--- config.mk ---
export PLATFORM = sky130hd
export DESIGN_NAME = k10_trace_fifo
export DESIGN_NICKNAME = d
export VERILOG_FILES = /design/src/rtl/k10_trace_checker_fifo.sv
export SDC_FILE = /design/constraint.sdc
export NUM_CORES = 1
export LEC_CHECK = 0
export ABC_AREA = 0
export ABC_CLOCK_PERIOD_IN_PS = 3800
export CAP_MARGIN = 40
export CORE_ASPECT_RATIO = 1.75
export CORE_MARGIN = 2
export CORE_UTILIZATION = 50
export DETAILED_ROUTE_END_ITERATION = 12
export PLACE_DENSITY = 0.71
export RECOVER_POWER = 100
export SLEW_MARGIN = 10
export SYNTH_ARGS = -nofsm -noshare
export SYNTH_HDL_FRONTEND = slang
export SYNTH_SLANG_ARGS = --single-unit
export TNS_END_PERCENT = 1
--- constraint.sdc ---
create_clock -name i_clk -period 3.8 [get_ports i_clk]
set_input_delay 0.76 -clock i_clk [delete_from_list [all_inputs] [get_ports i_clk]]
set_output_delay 0.76 -clock i_clk [all_outputs]
set_load 0.02 [all_outputs]
--- src/rtl/k10_trace_checker_fifo.sv ---
// Generic synchronous FIFO (type- and depth-parameterised) with full/empty/occupancy.
// DEPTH must be a power of two so the pointers wrap naturally.
module k10_trace_fifo #(
    parameter type         T     = logic [7:0],
    parameter int unsigned DEPTH = 8
) (
    input  logic                       i_clk,
    input  logic                       i_rst_n,
    input  logic                       i_push,
    input  T                           i_wdata,
    input  logic                       i_pop,
    output T                           o_rdata,
    output logic                       o_full,
    output logic                       o_empty,
    output logic [$clog2(DEPTH+1)-1:0] o_count
);

    localparam int unsigned PW = $clog2(DEPTH);
    localparam int unsigned CW = $clog2(DEPTH + 1);

    T                mem_q [DEPTH];
    T                mem_d [DEPTH];
    logic [PW-1:0]   wr_ptr_q, wr_ptr_d;
    logic [PW-1:0]   rd_ptr_q, rd_ptr_d;
    logic [CW-1:0]   count_q, count_d;
    logic            push_ok_s;
    logic            pop_ok_s;

    assign o_full    = (count_q == CW'(DEPTH));
    assign o_empty   = (count_q == CW'(0));
    assign o_count   = count_q;
    assign o_rdata   = mem_q[rd_ptr_q];
    assign push_ok_s = i_push && !o_full;
    assign pop_ok_s  = i_pop && !o_empty;

    // Next pointers, occupancy and storage image.
    always_comb begin
        mem_d    = mem_q;
        wr_ptr_d = wr_ptr_q;
        rd_ptr_d = rd_ptr_q;
        count_d  = count_q;
        if (push_ok_s) begin
            mem_d[wr_ptr_q] = i_wdata;
            wr_ptr_d        = wr_ptr_q + PW'(1);
        end else begin
            wr_ptr_d = wr_ptr_q;
        end
        if (pop_ok_s) begin
            rd_ptr_d = rd_ptr_q + PW'(1);
        end else begin
            rd_ptr_d = rd_ptr_q;
        end
        case ({push_ok_s, pop_ok_s})
            2'b10:   count_d = count_q + CW'(1);
            2'b01:   count_d = count_q - CW'(1);
            default: count_d = count_q;
        endcase
    end

    // Pointer and occupancy state; flushed by the synchronous reset.
    always_ff @(posedge i_clk) begin
        if (!i_rst_n) begin
            wr_ptr_q <= PW'(0);
            rd_ptr_q <= PW'(0);
            count_q  <= CW'(0);
        end else begin
            wr_ptr_q <= wr_ptr_d;
            rd_ptr_q <= rd_ptr_d;
            count_q  <= count_d;
        end
    end

    // Storage needs no reset: entries are only read once counted as valid.
    always_ff @(posedge i_clk) begin
        mem_q <= mem_d;
    end

endmodule

==> Word-level counts from Yosys, hierarchy flattened <==
Index checks and enable logic that the tools add are counted.
{ "op_classes": {"addsub": 4, "n_lt_le_gt_ge": 3, "eq_ne": 3, "muxes": 7, "n_bitwise": 2, "n_reduce_logical": 7} }
{ "ops": {"columns": ["op", "count"], "rows": [
  ["$bwmux 64", 1],
  ["$bmux 8 s3", 1],
  ["$demux 8 s3", 1],
  ["$mux 8", 3],
  ["$ge 4x4->1 const B", 2],
  ["$not 3->4", 2],
  ["$pmux 4 s2", 1],
  ["$add 3x1->3 const B", 2],
  ["$add 4x1->4 const B", 1],
  ["$eq 4x4->1 const B", 1],
  ["$logic_not 4->1", 1],
  ["$lt 4x1->1 const B", 1],
  ["$sub 4x1->4 const B", 1],
  ["$logic_and 1x1->1", 3],
  ["$eq 2x1->1 const B", 1],
  ["$eq 2x2->1 const B", 1],
  ["$logic_not 1->1", 2],
  ["$reduce_bool 2->1", 1]
]} }
{ "word_totals": {"register_bits": 74, "inputBits": 12, "wordCells": 37} }

==> Logic depth before layout (Yosys ltp) <==
{ "depth": {"ltp_word": 6, "mapped_depth": 9, "depth_no_buf": 8} }

==> Least setup slack after synthesis <==
OpenSTA, ideal clock, no wires.
{ "synth_timing": {"path_kind": "register to register", "from": "register count_q[0], in the netlist o_count[0]", "to": "register count_q[3], in the netlist o_count[3]", "t_arrival_ns": 2.377, "required_ns": 3.728, "path_slack_ns": 1.351, "path_stages_with_launch": 10, "path_buffers": 1, "cell_sequence": "dfxtp_1 or4b_1 buf_2 nand2_4 ha_1 ha_1 a21o_2 a21oi_1 mux2i_1 mux2i_1"} }
{ "synth_via": {"elab_chain_len": 5, "word_cells_on_any_way": 12, "cone_classes": "add/sub (2); eq/ne (3); mux (1); reduce/logical (6)"} }
{ "synth_lines": {"columns": ["item", "line_no", "rtl"], "rows": [
  ["from (decl)", "25", "logic [CW-1:0] count_q, count_d;"],
  ["from (signal assigned)", "69", "count_q <= count_d;"],
  ["$eq 4x4->1 / $logic_not 4->1 (equally long branches)", "29, 30", null],
  ["$logic_not 1->1 (on tied branches)", "33, 34", null],
  ["$logic_and 1x1->1 (on tied branches)", "33, 34", null],
  ["$eq 2x1->1 / $eq 2x2->1 (equally long branches)", "53", "case ({push_ok_s, pop_ok_s})"],
  ["$pmux 4 s2 / $reduce_bool 2->1 (equally long branches)", null, null]
]} }
Parallel ways exist; a longest one is shown, timed or not.
A chain may end at the register's enable or synchronous reset.

==> qor.csv <==
metric;value;unit
status;completed;
boundary pin count;26;
final period utilization;87.10;%
number of global-route vias before repair;1670;
unrepaired setup endpoints after global routing;no;
register area;2122;um2
Worst Hold Endpoint;o_count[3]$_SDFFE_PN0P_;
Mapped Nets;181;
layout cells sized above 1;20.00;%
routed vias;1542;
Crit Path Max Fanout;18;
HP Start;o_count[3]$_SDFFE_PN0P_;
critical path's largest stage delay;0.87;ns
post-synthesis register bit count;74;
Ant. Diodes;0;
dpl hpwl;3562;um
drt wl/cell;18.50;um
Die Area;6693;um2
max-cap violation count;0;
R2R cell count;8;
final setup fails;0;
CTS max path bufs;2;
worst path cell trace;mux4_2, mux2_2, dlygate4sd3_1;
top_reg_cell synth;edfxtp_1;
DRT Pass-1 Iters;6;
Area Overhead vs Synth;19.13;%
Rows;37;
CTS clk-pin slew, worst paths;0.07;ns
Post-Synthesis Cells;163;
Reg power frac;44.8;%
Slew headroom;5.801;%
WHS Path Cells;2;
CTS H-tree depth;3;
pwr dens;620.2;nW/um2
fin crit period;3.310;ns
Die X;62.71;um
die height;106.7;um
CP delay by family, top;flip-flops;
Area after DPL;3388;um2
Via density;5.449;
Max Clk Rate;302.1;MHz
Int Power;1.657;mW
core area;5833;um2
dpl ws;0.8518;ns
reg2reg end;o_count[3]$_SDFFE_PN0P_;
WP depth;3;
most frequent cells in the layout;edfxtp_1 (64), dlygate4sd3_1 (23), mux4_2 (16);
hold_buf cts;0;
root buffer cell;clkbuf_8;
commonest non-fill, non-tap cell in the layout;edfxtp_1;
Post-DRT Antenna Nets;0;
Synth cell types;30;
pin count of the biggest net entering global routing;19;
CTS sink cnt;74;
area occupied by multi-input gates;830.8;um2
Pins Over Slew Limit;0;
Port Buffers;25;
Post-synth EDFFs;64;
Ys Warns;0;
Placer Congestion;0.6919;
Final Hold Vio Count;0;
Crit path buffers/inverters;1;
NetSw;571.3;uW
Total Wirelength;5236;um
Initial Utilization;51.69;%
sum of negative setup slack;0;ns
worst flop-to-flop path startpoint;o_count[0]$_SDFFE_PN0P_;
violation count after the first detailed-route iteration;58;
sw frac;25.64;%
post-CTS setup buffers;0;
critical path startpoint category;flop;
Setup Crit Path Kind;flop to output pin;
Total Routing Usage GR;17.52;%
Crit. End Element;output pin;
mean post-synth cell area;18.50;um2
Worst Hold Class;flop to flop;
nets@finish;218;
Comb pwr share;23.0;%
Slowest cell on crit path;dfxtp_1;
GRT overflow;0;
register area share after synthesis;70.37;%
Syn Std Cell Area;3015;um2
ys async rst share;0;%
Required @ worst endpoint;3.04;ns
PnR worst setup slack;0.4902;ns
PostCTS Resize Cnt;0;
first-pass GRT wire length;8404;um
Num CTS Buffers;9;
clock group share of total power;32.2;%
leakage;1.199;nW
antenna violations before repair;0;
design area;3592;um2
Worst-Margin Slew;1.402;ns
drt drc;0;
peak supply drop;0.3893;mV
Clk Latency, worst-skew pair;0.34;ns
Fillers;456;
CP arrival;2.55;ns
TritonCTS clock tree;done;
Setup Skew;0.008132;ns
r2r setup slk;1.06;ns
==> synthesized netlist by cell type, types with 2 or more instances <==
cell type / instances / area (um2)
xnor2_1: 4 / 35.03
ha_1: 5 / 62.56
inv_1: 4 / 15.01
o21ai_0: 2 / 10.01
nor3_1: 4 / 20.02
nand2b_1: 3 / 18.77
mux4_2: 16 / 360.4
buf_1: 2 / 7.510
nand3_1: 3 / 15.01
nand2_1: 6 / 22.52
nor4_1: 2 / 12.51
mux2i_1: 3 / 30.03
mux2_2: 8 / 90.09
edfxtp_1: 64 / 1922
buf_2: 2 / 10.01
dfxtp_1: 10 / 200.2
xor2_1: 2 / 17.52
nor2_1: 5 / 18.77
and2_1: 7 / 43.79
==> per-layer routing <==
metal  vias up  wire (um)  global-route usage [%]
met3        12        148                   4.197
met5         -          0                       0
met2        30       2983                   31.95
met4         0        131                   9.206
met1       787       1972                   18.46
li1        713          -                       -
==> worst max-delay path by stage <==
stage | from | endpoint
after floorplan | o_count[0]$_SDFFE_PN0P_ | o_count[3]$_SDFFE_PN0P_
after global placement | i_push | o_count[3]$_SDFFE_PN0P_
after detailed placement | i_push | o_count[3]$_SDFFE_PN0P_
after CTS | rd_ptr_q[1]$_SDFFE_PN0P_ | o_rdata[6]
after global routing | rd_ptr_q[1]$_SDFFE_PN0P_ | o_rdata[3]
final | rd_ptr_q[1]$_SDFFE_PN0P_ | o_rdata[5]
==> logic make-up after synthesis <==
group                    share of synthesized area (%)
AO/OA/AOI/OAI                                    1.452
XOR/XNOR                                         1.743
adder cells (fa/ha/maj)                          2.739
buffers and inverters                            1.826
flip-flops                                       70.37
multiplexers                                     15.93
AND/OR/NAND/NOR                                  5.934
==> worst min-delay path, delay by kind of cell (launching register included) <==
family	cells	cell delay (ns)
flip-flops	1	0.35
AND/OR/NAND/NOR	1	0.07
multiplexers	1	0.07
==> power groups by stage <==
stage,registers (mW),logic [mW],clock network [mW]
detailed placement,1.02,0.551,0
global placement,1.01,0.534,0
finish,0.997,0.512,0.718
global route,1.01,0.558,0.766
CTS,1.00,0.555,0.731
floorplan,1.01,0.361,0
==> sequential cells by signal (all words and copies together) (netlist names) <==
register  flops
o_count       4
wr_ptr_q      3
mem_q        64
rd_ptr_q      3
==> layout make-up <==
type	instances	share of cell area (%)
well taps	78	2.717
multi-input cells	78	23.13
clock inverters	5	2.821
inverters	4	0.4180
clock buffers	11	3.936
repair buffers	33	7.907
flip-flops and latches	74	59.07
==> metrics by stage <==
stage	hold slack, ns	total power [mW]	utilization, %	instances
after detailed placement	0.5365	1.568	58.09	267
after global placement	0.4939	1.543	57.96	266
after CTS	0.5523	2.285	62.25	283
final	0.5404	2.228	61.58	283
after global routing	0.5700	2.330	61.58	283
after floorplan	0.5042	1.370	-	163
Note: power is estimated with default switching activity, not from simulation.
